## src/rtl/alu_seq_pkg.sv

```systemverilog
// Shared types and constants for the ALU operand sequencer: FSM state encoding,
// ALU op codes and the captured-flag bit positions.
package alu_seq_pkg;

  typedef enum logic [2:0] {
    S_A    = 3'd0,
    S_B    = 3'd1,
    S_OP   = 3'd2,
    S_EXEC = 3'd3,
    S_SHOW = 3'd4
  } seq_state_e;

  localparam logic [2:0] OP_ADD = 3'd0;
  localparam logic [2:0] OP_SUB = 3'd1;
  localparam logic [2:0] OP_NOT = 3'd2;
  localparam logic [2:0] OP_AND = 3'd3;
  localparam logic [2:0] OP_OR  = 3'd4;
  localparam logic [2:0] OP_XOR = 3'd5;
  localparam logic [2:0] OP_LT  = 3'd6;
  localparam logic [2:0] OP_EQ  = 3'd7;

  localparam int unsigned FLG_CAR = 1;
  localparam int unsigned FLG_OF  = 0;

endpackage

```

## src/rtl/alu_op_sequencer_btn_debounce.sv

```systemverilog
// Button conditioning: 2-flop synchroniser, stability counter and a one-cycle
// pulse on the debounced rising edge.
module btn_debounce #(
  parameter int unsigned DB_CYCLES = 4,
  parameter int unsigned DB_CNT_W  = 16
) (
  input  logic clk,
  input  logic rst_n,
  input  logic btn_i,
  output logic level_o,
  output logic press_o
);

  logic                sync1_q, sync2_q;
  logic [DB_CNT_W-1:0] cnt_q, cnt_d;
  logic                level_q, level_d;
  logic                press_q, press_d;

  // The level flips on the DB_CYCLES-th consecutive cycle of disagreement.
  always_comb begin
    cnt_d   = '0;
    level_d = level_q;
    press_d = 1'b0;
    if (sync2_q != level_q) begin
      if (cnt_q >= DB_CNT_W'(DB_CYCLES - 1)) begin
        level_d = sync2_q;
        press_d = sync2_q;
      end else begin
        cnt_d = cnt_q + DB_CNT_W'(1);
      end
    end
  end

  always_ff @(posedge clk or negedge rst_n) begin
    if (!rst_n) begin
      sync1_q <= 1'b0;
      sync2_q <= 1'b0;
      cnt_q   <= '0;
      level_q <= 1'b0;
      press_q <= 1'b0;
    end else begin
      sync1_q <= btn_i;
      sync2_q <= sync1_q;
      cnt_q   <= cnt_d;
      level_q <= level_d;
      press_q <= press_d;
    end
  end

  assign level_o = level_q;
  assign press_o = press_q;

endmodule

```

## src/rtl/alu_op_sequencer.sv

```systemverilog
// Switch-driven front-end for the 4-bit ALU: A, B, op per button press, then a
// settle window and a held capture of res/car/of. Option: ALU_SEQ_CHAIN_EN.
module alu_op_sequencer
  import alu_seq_pkg::*;
#(
  parameter int unsigned DB_CYCLES     = 4,
  parameter int unsigned DB_CNT_W      = 16,
  parameter int unsigned SETTLE_CYCLES = 2
) (
  input  logic       clk,
  input  logic       rst_n,
  input  logic [3:0] sw,
  input  logic [2:0] op_sw,
  input  logic       btn,
  output logic [3:0] alu_a,
  output logic [3:0] alu_b,
  output logic [2:0] alu_ctrl,
  input  logic [3:0] alu_res,
  input  logic       alu_car,
  input  logic       alu_of,
  output logic [3:0] res_q,
  output logic [1:0] flags_q,
  output logic       out_valid,
  output logic [2:0] state_o
);

  localparam int unsigned SET_W = (SETTLE_CYCLES > 1) ? $clog2(SETTLE_CYCLES) : 1;

  logic db_level, db_press, press;

  btn_debounce #(
    .DB_CYCLES (DB_CYCLES),
    .DB_CNT_W  (DB_CNT_W)
  ) u_btn_debounce (
    .clk     (clk),
    .rst_n   (rst_n),
    .btn_i   (btn),
    .level_o (db_level),
    .press_o (db_press)
  );

  assign press = db_press & db_level;

  seq_state_e       state_q, state_d;
  logic [3:0]       a_q, a_d, b_q, b_d;
  logic [2:0]       ctrl_q, ctrl_d;
  logic [SET_W-1:0] settle_q, settle_d;
  logic [3:0]       cap_res_q, cap_res_d;
  logic [1:0]       cap_flags_q, cap_flags_d;
  logic             valid_q, valid_d;

  always_comb begin
    state_d     = state_q;
    a_d         = a_q;
    b_d         = b_q;
    ctrl_d      = ctrl_q;
    settle_d    = settle_q;
    cap_res_d   = cap_res_q;
    cap_flags_d = cap_flags_q;
    valid_d     = valid_q;
    unique case (state_q)
      S_A: if (press) begin
        a_d     = sw;
        state_d = S_B;
      end
      S_B: if (press) begin
        b_d     = sw;
        state_d = S_OP;
      end
      S_OP: if (press) begin
        ctrl_d   = op_sw;
        settle_d = '0;
        state_d  = S_EXEC;
      end
      S_EXEC: begin
        if (settle_q == SET_W'(SETTLE_CYCLES - 1)) begin
          cap_res_d           = alu_res;
          cap_flags_d[FLG_CAR] = alu_car;
          cap_flags_d[FLG_OF]  = alu_of;
          valid_d             = 1'b1;
          state_d             = S_SHOW;
        end else begin
          settle_d = settle_q + SET_W'(1);
        end
      end
      S_SHOW: if (press) begin
        valid_d = 1'b0;
`ifdef ALU_SEQ_CHAIN_EN
        // sw == F feeds the held result back in as the next operand A.
        if (sw == 4'hF) begin
          a_d     = cap_res_q;
          state_d = S_B;
        end else begin
          state_d = S_A;
        end
`else
        state_d = S_A;
`endif
      end
      default: state_d = S_A;
    endcase
  end

  always_ff @(posedge clk or negedge rst_n) begin
    if (!rst_n) begin
      state_q     <= S_A;
      a_q         <= '0;
      b_q         <= '0;
      ctrl_q      <= '0;
      settle_q    <= '0;
      cap_res_q   <= '0;
      cap_flags_q <= '0;
      valid_q     <= 1'b0;
    end else begin
      state_q     <= state_d;
      a_q         <= a_d;
      b_q         <= b_d;
      ctrl_q      <= ctrl_d;
      settle_q    <= settle_d;
      cap_res_q   <= cap_res_d;
      cap_flags_q <= cap_flags_d;
      valid_q     <= valid_d;
    end
  end

  assign alu_a     = a_q;
  assign alu_b     = b_q;
  assign alu_ctrl  = ctrl_q;
  assign res_q     = cap_res_q;
  assign flags_q   = cap_flags_q;
  assign out_valid = valid_q;
  assign state_o   = state_q;

endmodule
```

## config.mk

```make
export PLATFORM = sky130hd
export DESIGN_NAME = alu_op_sequencer
export DESIGN_NICKNAME = d
export VERILOG_FILES = /design/src/rtl/alu_seq_pkg.sv /design/src/rtl/alu_op_sequencer_btn_debounce.sv /design/src/rtl/alu_op_sequencer.sv
export SDC_FILE = /design/constraint.sdc
export NUM_CORES = 1
export LEC_CHECK = 0
export ABC_AREA = 1
export CORE_MARGIN = 5
export CORE_UTILIZATION = 30
export CTS_CLUSTER_DIAMETER = 100
export DETAILED_ROUTE_END_ITERATION = 8
export PLACE_DENSITY = 0.58
export SLEW_MARGIN = 10
export SYNTH_ARGS = -nofsm -noshare
export SYNTH_HDL_FRONTEND = slang
export SYNTH_SLANG_ARGS = --single-unit
```

## constraint.sdc

```tcl
create_clock -name clk -period 2.31 [get_ports clk]
set_clock_uncertainty 0.15 [all_clocks]
set_input_delay 0.462 -clock clk [delete_from_list [all_inputs] [get_ports clk]]
set_output_delay 0.462 -clock clk [all_outputs]
set_load 0.005 [all_outputs]
```

======== Word-level counts from Yosys, hierarchy flattened ========
Index checks and enable logic that the tools add are counted.
word-level totals
  bits in registers ....................... 42
  input port bits ......................... 16
  output and inout port bits .............. 21
  word-level logic and storage cells ...... 53
operators by class
  $add $sub $neg .......................... 2
  magnitude comparators ................... 1
  eq/ne operators ......................... 10
  muxes and demuxes ....................... 15
  bitwise gates (word level) .............. 1
  reduce and logical (&&, ||, !) cells .... 11
operator list
  kind                   count
  $mux 16                2
  $add 16x1->16 const B  1
  $ge 16x2->1 const B    1
  $mux 3                 5
  $pmux 3 s5             1
  $reduce_and 2->1       6
  $ne 2x2->1 const B     5
  $eq 3x2->1 const B     2
  $mux 1                 5
  $reduce_and 5->1       1
  $pmux 1 s2             2
  $reduce_bool 2->1      2
  $eq 3x1->1 const B     1
  $eq 3x3->1 const B     1
  $logic_not 3->1        1
  $reduce_and 3->1       1
  $add 1x1->1 const B    1
  $and 1x1->1            1
  $ne 1x1->1             1

======== Depth between registers and ports, before layout ========
Gate-level depths: netlist of the first run.
  word-level depth ........................ 3
  depth in mapped cells ................... 7
  depth with buffers taken out ............ 7

======== By module ========
Synthesis of the first run repeated with hierarchy kept, for this count alone.
unflattened totals
  cell total of the unflattened synthesis .. 155
  area total of the unflattened synthesis .. 1577.8 µm²
modules (own cells, without submodules)
  module            instances  cells each  area each (µm²)  seq. area each (µm²)
  alu_op_sequencer  1          107         934.6            550.5
  btn_debounce      1          48          643.1            500.5

======== Least setup slack after synthesis of the first run ========
OpenSTA, ideal clock, no wires.
  kind .................................... flip-flop to flip-flop
  from .................................... register state_q[0] (netlist: state_o[0])
  to ...................................... register ctrl_q[0] (netlist: alu_ctrl[0])
  setup time .............................. 0.116 ns
  arrival time ............................ 1.031 ns
  data required time ...................... 2.044 ns
  path slack .............................. 1.013 ns
  cell stages (with the launch flop) ...... 7
  clock period less this slack ............ 1.297 ns
  cell sequence ........................... dfrtp_1 nor2_1 nand2_1 nor2_4 inv_1 nand2_1 nand2_1
between the ends
  longest elaborated chain between the ends .. 2
ends and longest elaborated chain
  what                        RTL line                 RTL
  start, declared             alu_op_sequencer.sv:44   seq_state_e state_q, state_d;
  start signal, assigned      alu_op_sequencer.sv:115  state_q <= state_d;
  $eq 3x2->1                  alu_op_sequencer.sv:61   unique case (state_q)
  $reduce_and 2->1 (no line)  n/a
  end signal, assigned        alu_op_sequencer.sv:118  ctrl_q <= ctrl_d;
  end, declared               alu_op_sequencer.sv:46   logic [2:0] ctrl_q, ctrl_d;
No other way between the ends.
A chain may end at the register's enable or synchronous reset.

======== Final worst setup path of the first run ========
  from .................................... register state_q[0] (netlist: state_o[0])
  to ...................................... output port state_o[0]
RTL lines
  what           RTL line                RTL
  end, declared  alu_op_sequencer.sv:24  output logic [2:0] state_o
No word-level cell between the ends.

==> summary.md, run 1 <==
| Metric | Value |
|---|---|
| Setup crit end kind | `output port` |
| Seq pwr share | `46.1%` |
| # setup viols final | `0` |
| Worst setup path category | `flip-flop to output port` |
| Die Ht | `82.3 um` |
| Drt total wl | `2.74 mm` |
| RePlAce Congestion | `0.787` |
| Nets | `227` |
| CP top delay family | `buffers and inverters` |
| Final critical-path share of the clock period | `85.7%` |
| Maximum VDD drop | `402 uV` |
| Clock latency on the worst-skew pair | `0.29 ns` |
| Most frequent cell after synthesis | `nand2_1` |
| GRT overflow | `0` |
| Slew Viols, Final | `0` |
| Largest net degree at the start of global routing | `43` |
| Number of global-route vias before repair | `1092` |
| Flop2flop setup slack | `0.84 ns` |
| Minimum clock period | `1.98 ns` |
| Setup repair bufs after CTS | `0` |
| Critical-path cell list | `clkdlybuf4s50_1` |
| # port buffers | `36` |
| I/O pin count | `37` |
| Cell count after synthesis | `153` |
| Layout cell share with drive strength beyond 1 | `9.00%` |
| DRT Pass-1 Iters | `2` |
| Max FO, Critical Path | `7` |
| Sw power | `0.704 mW` |
| Core Area | `5110 um^2` |
| Die width | `82.3 um` |
| FF/Latch Area | `1050 um^2` |
| Slowest stage cell, crit path | `clkdlybuf4s50_1` |
| Worst EP arrival | `1.37 ns` |
| Status | `finished clean` |
| Crit path launch type | `flip-flop` |
| Diodes inserted | `0` |
| Seq cells post-synth | `42` |
| Sequential area share after synthesis | `67.0%` |
| Initial antenna violation count | `0` |
| Clock Tree Root | `clkbuf_8` |
| Reg clk slew, reported paths | `0.08 ns` |
| Hold slack | `0.0716 ns` |
| Yosys warns | `0` |
| Clock sinks | `42` |
| Post-CTS resize count | `0` |
| Synth-to-layout area growth | `37.9%` |
| Htree depth | `2` |
| Final antenna-violating net count | `0` |
| WP data required | `1.70 ns` |
| Power, Total | `2.32 mW` |
| DP HPWL | `2.01 mm` |
| EDFF count, synth | `0` |
| Max frequency | `0.505 GHz` |
| Worst-Margin Slew | `0.516 ns` |
| CTS Hold Bufs | `0` |
| Hold Path Class | `primary input to asynchronous set/reset pin` |
| Unique masters post-synth | `19` |
| Avg Cell Area, Syn | `10.2 um^2` |
| Mapped Area | `1570 um^2` |
| First-pass GRT wire length | `4.73 mm` |
| Via count | `1108` |
| Synth top area share | `67.0%` |
| Combinational share of power | `33.1%` |
| Overall global routing resource usage | `9.41%` |
| Top post-synthesis cells by area | `dfrtp_1 (67%), nand2_1 (12%), nor2_1 (3.6%)` |
| Max clock buf depth | `2` |
| Slew Limit Headroom | `65.6%` |
| Fillers | `520` |
| Row cnt | `26` |
| Top post-synthesis cells by count | `nand2_1 (52), dfrtp_1 (42), nor2_1 (15)` |
| Area of the multi-input gates | `510 um^2` |
| Cell internal pwr | `1.62 mW` |
| MaxCap Viol Count | `0` |
| Initial Utilization | `30.7%` |
| Async SR Flop Fraction | `100%` |
| Area leader, netlist | `dfrtp_1` |
| Iter 0 DRT Violations | `33` |
| CTS tree | `yes` |
| Avg WL per Cell | `9.74 um` |
| Crit-path max cell delay | `0.56 ns` |
| Main flop type after synthesis | `dfrtp_1` |
| Num CTS Buffers | `5` |
| DR vias/cell | `3.94` |
| DIE AREA | `6770 um^2` |
| PD cells | `1070 nW/um^2` |
| Leak | `1.03 nW` |
| Switching share of power | `30.3%` |
| RSZ-0062 raised after global routing | `no` |
| Worst path bufs/invs | `1` |
| # DRC | `0` |
| Final Hold Violating Endpoints | `0` |
| Total Neg Setup Slack | `0 ns` |
| Clock network power share | `20.9%` |
layout by cell type, fill, tap and decap left out, drive strengths merged:
cell	instances
nand2	53
dfrtp	42
clkdlybuf4s50	35
nor2	18
conb	14
inv	14
o21ai	10
nand3	10
clkbuf	6
buf	2
xor2	1
nand4	1
a21o	1
o21a	1
ha	1
clkinv	1
clkinvlp	1
state kept, by name (all words and copies together) (netlist names):
| signal | cells |
|---|---|
| alu_a | 4 |
| alu_b | 4 |
| alu_ctrl | 3 |
| flags_q | 2 |
| out_valid | 1 |
| res_q | 4 |
| settle_q | 1 |
| state_o | 3 |
| u_btn_debounce.cnt_q | 16 |
| u_btn_debounce.level_o | 1 |
| u_btn_debounce.press_o | 1 |
| u_btn_debounce.sync1_q | 1 |
| u_btn_debounce.sync2_q | 1 |
metrics by stage:
stage	instances	area, um^2	utilization (%)	setup slack, ns
3_3_place_gp	273	2070	40.5	0.686
5_1_grt	281	2160	42.3	0.245
4_1_cts	281	2160	42.3	0.316
2_1_floorplan	166	1620	-	1.01
3_5_place_dp	273	2070	40.5	0.653
6_report	281	2160	42.3	0.330
power groups by stage:
stage | Clock, mW | Combinational [mW] | Sequential (mW)
after floorplan | 0 | 0.311 | 1.09
after global placement | 0 | 0.778 | 1.08
after detailed placement | 0 | 0.785 | 1.09
after CTS | 0.506 | 0.787 | 1.07
after global routing | 0.535 | 0.879 | 1.11
final | 0.484 | 0.768 | 1.07
layout make-up:
class	instances	area share, %
multi-input combinational	110	23.6
inverter	14	2.55
tap	70	4.05
clock buffer	6	3.82
timing repair buffer	37	16.8
clock inverter	2	0.579
sequential	42	48.6
path summary, 6_finish.rpt:
| kind | start | end | cells past startpoint |
|---|---|---|---|
| worst max-delay path | state_o[0]$_DFFE_PN0P_ | state_o[0] | 1 |
| worst min-delay path | rst_n | u_btn_debounce.cnt_q[9]$_DFF_PN0_ | 2 |
| worst max register to register | state_o[0]$_DFFE_PN0P_ | alu_ctrl[1]$_DFFE_PN0P_ | 6 |
| worst min register to register | u_btn_debounce.sync1_q$_DFF_PN0_ | u_btn_debounce.sync2_q$_DFF_PN0_ | 0 |
| max in group asynchronous | rst_n | u_btn_debounce.press_o$_DFF_PN0_ | 2 |
| min in group clk | u_btn_debounce.sync1_q$_DFF_PN0_ | u_btn_debounce.sync2_q$_DFF_PN0_ | 0 |
cells by family (layout without fill, tap and decap cells):
group | after synthesis | in the layout | synth area share, %
simple gates | 82 | 82 | 23.7
flops | 42 | 42 | 67.0
buf+inv | 14 | 59 | 3.51
compound gates | 12 | 12 | 4.15
fa+ha+maj | 1 | 1 | 0.798
other cells | 1 | 14 | 0.239
xor+xnor | 1 | 1 | 0.559
per-layer routing:
metal  global-route usage (%)  share of wire, %  up-vias
met5                        0                 0        -
met4                     4.98               2.4        0
met3                     3.25               5.0        5
met2                     14.8                48       23
met1                     11.3                44      502
li1                         -                 -      578
No activity file was read; power rests on OpenSTA's default activity.
==> run 2, diff against run 1 <==
- CTS_CLUSTER_SIZE: not set -> 12
- SKIP_LAST_GASP: not set -> 1
==> results of run 2 <==
Same layout as run 1: the final DEF is identical, and so are final timing and power.
==> run 3, diff against run 2 <==
- CORE_MARGIN: 5 -> not set
- CORE_UTILIZATION: 30 -> 52
- PLACE_DENSITY: 0.58 -> not set
- PLACE_DENSITY_LB_ADDON: not set -> 0.25
==> run 3 against run 2 <==
The flow now finishes with violations (DRC). Largest cell class unchanged. Routed wire length grew 4.1%. Non-clock buffer count is the same. Die area shrank 52%. Critical endpoint unchanged. Via count grew 2.2%. Worst setup slack lost 0.033 ns. Cell area shrank 3.1%. Sequential power is essentially flat. Highest routed layer unchanged.
==> summary.md, run 3 (synthesis results as in run 1) <==
| Metric | Value |
|---|---|
| Max frequency | `0.497 GHz (-1.6%)` |
| DRT Pass-1 Iters | `6 (+4)` |
| Diodes inserted | `0 (unchanged)` |
| Iter 0 DRT Violations | `50 (+52%)` |
| Row cnt | `19 (-27%)` |
| Worst path bufs/invs | `1 (unchanged)` |
| Fillers | `222 (-57%)` |
| Clock Tree Root | `clkbuf_4` |
| Clock latency on the worst-skew pair | `0.34 ns (+0.05 ns)` |
| First-pass GRT wire length | `5.16 mm (+9.2%)` |
| Post-DP Area | `2020 um^2 (-2.4%)` |
| Worst setup path category | `flip-flop to output port` |
| FF/Latch Area | `1050 um^2 (unchanged)` |
| Initial Utilization | `55.9% (+25 points)` |
| Post-CTS resize count | `0 (unchanged)` |
| Largest net degree at the start of global routing | `43 (unchanged)` |
| Layout cell share with drive strength beyond 1 | `9.00% (unchanged)` |
| Htree depth | `2 (unchanged)` |
| Hold Path Class | `primary input to asynchronous set/reset pin` |
| Power, Total | `2.31 mW (-0.48%)` |
| Area of the multi-input gates | `510 um^2 (unchanged)` |
| Initial antenna violation count | `0 (unchanged)` |
| Slew Viols, Final | `0 (unchanged)` |
| MaxCap Viol Count | `0 (unchanged)` |
| # DRC | `2 (+2)` |
| RePlAce Congestion | `0.866 (+10%)` |
| FF-to-FF path depth | `6 (unchanged)` |
| Synth-to-layout area growth | `33.7%` |
| Crit path launch type | `flip-flop` |
| Die Ht | `56.9 um (-31%)` |
| Flop2flop setup slack | `0.83 ns (about the same)` |
| Status | `complete, but fails checks` |
| DP HPWL | `2.12 mm (+5.3%)` |
| # port buffers | `36 (unchanged)` |
| CP top delay family | `buffers and inverters` |
| Final critical-path share of the clock period | `87.1% (+1.4 points)` |
| GRT overflow | `0 (unchanged)` |
| Final Hold Violating Endpoints | `0 (unchanged)` |
| I/O pin count | `37 (unchanged)` |
| Avg WL per Cell | `11.8 um (+21%)` |
| Critical-path cell list | `clkdlybuf4s50_1` |
| Final antenna-violating net count | `0 (unchanged)` |
| Clock sinks | `42 (unchanged)` |
| CTS tree | `yes` |
| R2r startpoint | `state_o[0]$_DFFE_PN0P_` |
| Total Neg Setup Slack | `0 ns (unchanged)` |
| Biggest register | `u_btn_debounce.cnt_q` |
| Minimum clock period | `2.01 ns (+0.0328 ns)` |
| Overall global routing resource usage | `21.8% (+12 points)` |
| Hold slack | `0.00243 ns (-0.0692 ns)` |
| Final instance area | `2100 um^2 (-3.1%)` |
| Setup crit end kind | `output port` |
| Placed insts | `234 (-14%)` |
| Commonest non-fill, non-tap cell in the layout | `nand2_1` |
| Max FO, Critical Path | `7 (unchanged)` |
| Slowest stage cell, crit path | `clkdlybuf4s50_1` |
| # setup viols final | `0 (unchanged)` |
| Final std cells w/o fill | `242 (-14%)` |
| DIE AREA | `3240 um^2 (-52%)` |
| Maximum VDD drop | `659 uV (+64%)` |
| Failing checks | `DRC` |
| Setup repair bufs after CTS | `0 (unchanged)` |
| Reg clk slew, reported paths | `0.11 ns (+0.03 ns)` |
| Max reg flops | `16 (unchanged)` |
| RSZ-0062 raised after global routing | `no` |
| Commonest non-fill, non-tap cells in the layout | `nand2_1 (52), dfrtp_1 (42), clkdlybuf4s50_1 (35), nor2_1 (15), conb_1 (14)` |
| Max clock buf depth | `2 (unchanged)` |
| Die width | `56.9 um (-31%)` |
| DR vias/cell | `4.68 (+19%)` |
| Drt total wl | `2.85 mm (+4.1%)` |
| Num CTS Buffers | `5 (unchanged)` |
| WP data required | `1.70 ns (about the same)` |
| Worst EP arrival | `1.40 ns (+0.03 ns)` |
| CTS Hold Bufs | `0 (unchanged)` |
| Core Area | `2810 um^2 (-45%)` |
| PD cells | `1100 nW/um^2 (+2.7%)` |
| Leak | `1.03 nW (-0.22%)` |
| Nets | `227 (unchanged)` |
| Crit-path max cell delay | `0.55 ns (about the same)` |
| Reg2reg end | `alu_ctrl[2]$_DFFE_PN0P_` |
| Via count | `1132 (+2.2%)` |
| Number of global-route vias before repair | `1226 (+12%)` |
==> run 3: worst max-delay path by stage <==
stage	to	depth (start not counted)	slack, ns	from
6_report	state_o[0]	1	0.30	state_o[0]$_DFFE_PN0P_
3_3_place_gp	state_o[0]	1	0.70	state_o[0]$_DFFE_PN0P_
3_5_place_dp	state_o[0]	1	0.67	state_o[0]$_DFFE_PN0P_
5_1_grt	state_o[0]	1	0.20	state_o[0]$_DFFE_PN0P_
2_1_floorplan	alu_ctrl[0]$_DFFE_PN0P_	6	1.01	state_o[0]$_DFFE_PN0P_
4_1_cts	state_o[0]	1	0.28	state_o[0]$_DFFE_PN0P_
==> run 3: area by class of cell <==
cell class / instances / share of cell area [%]
tap: 31 / 1.85
clock buffer: 5 / 1.79
timing repair buffer: 37 / 17.3
sequential: 42 / 50.1
inverter: 14 / 2.63
multi-input combinational: 110 / 24.4
clock inverter: 3 / 1.91
==> run 3: through the flow <==
stage	setup slack, ns	util (%)
2_1_floorplan	1.01	-
3_5_place_dp	0.672	71.9
3_3_place_gp	0.700	71.9
4_1_cts	0.275	74.7
6_report	0.297	74.7
5_1_grt	0.204	74.7
==> run 3: report_power, final <==
group          internal (mW)  switching [mW]
Combinational          0.444           0.350
Clock                  0.224           0.224
Sequential             0.934           0.135
==> run 3: routing by layer <==
metal	global-route usage [%]	share of wire [%]	up-vias
li1	-	-	577
met1	25.2	42	527
met2	37.3	53	24
met3	7.14	4.1	4
met4	9.06	1.2	0
met5	0	0	-
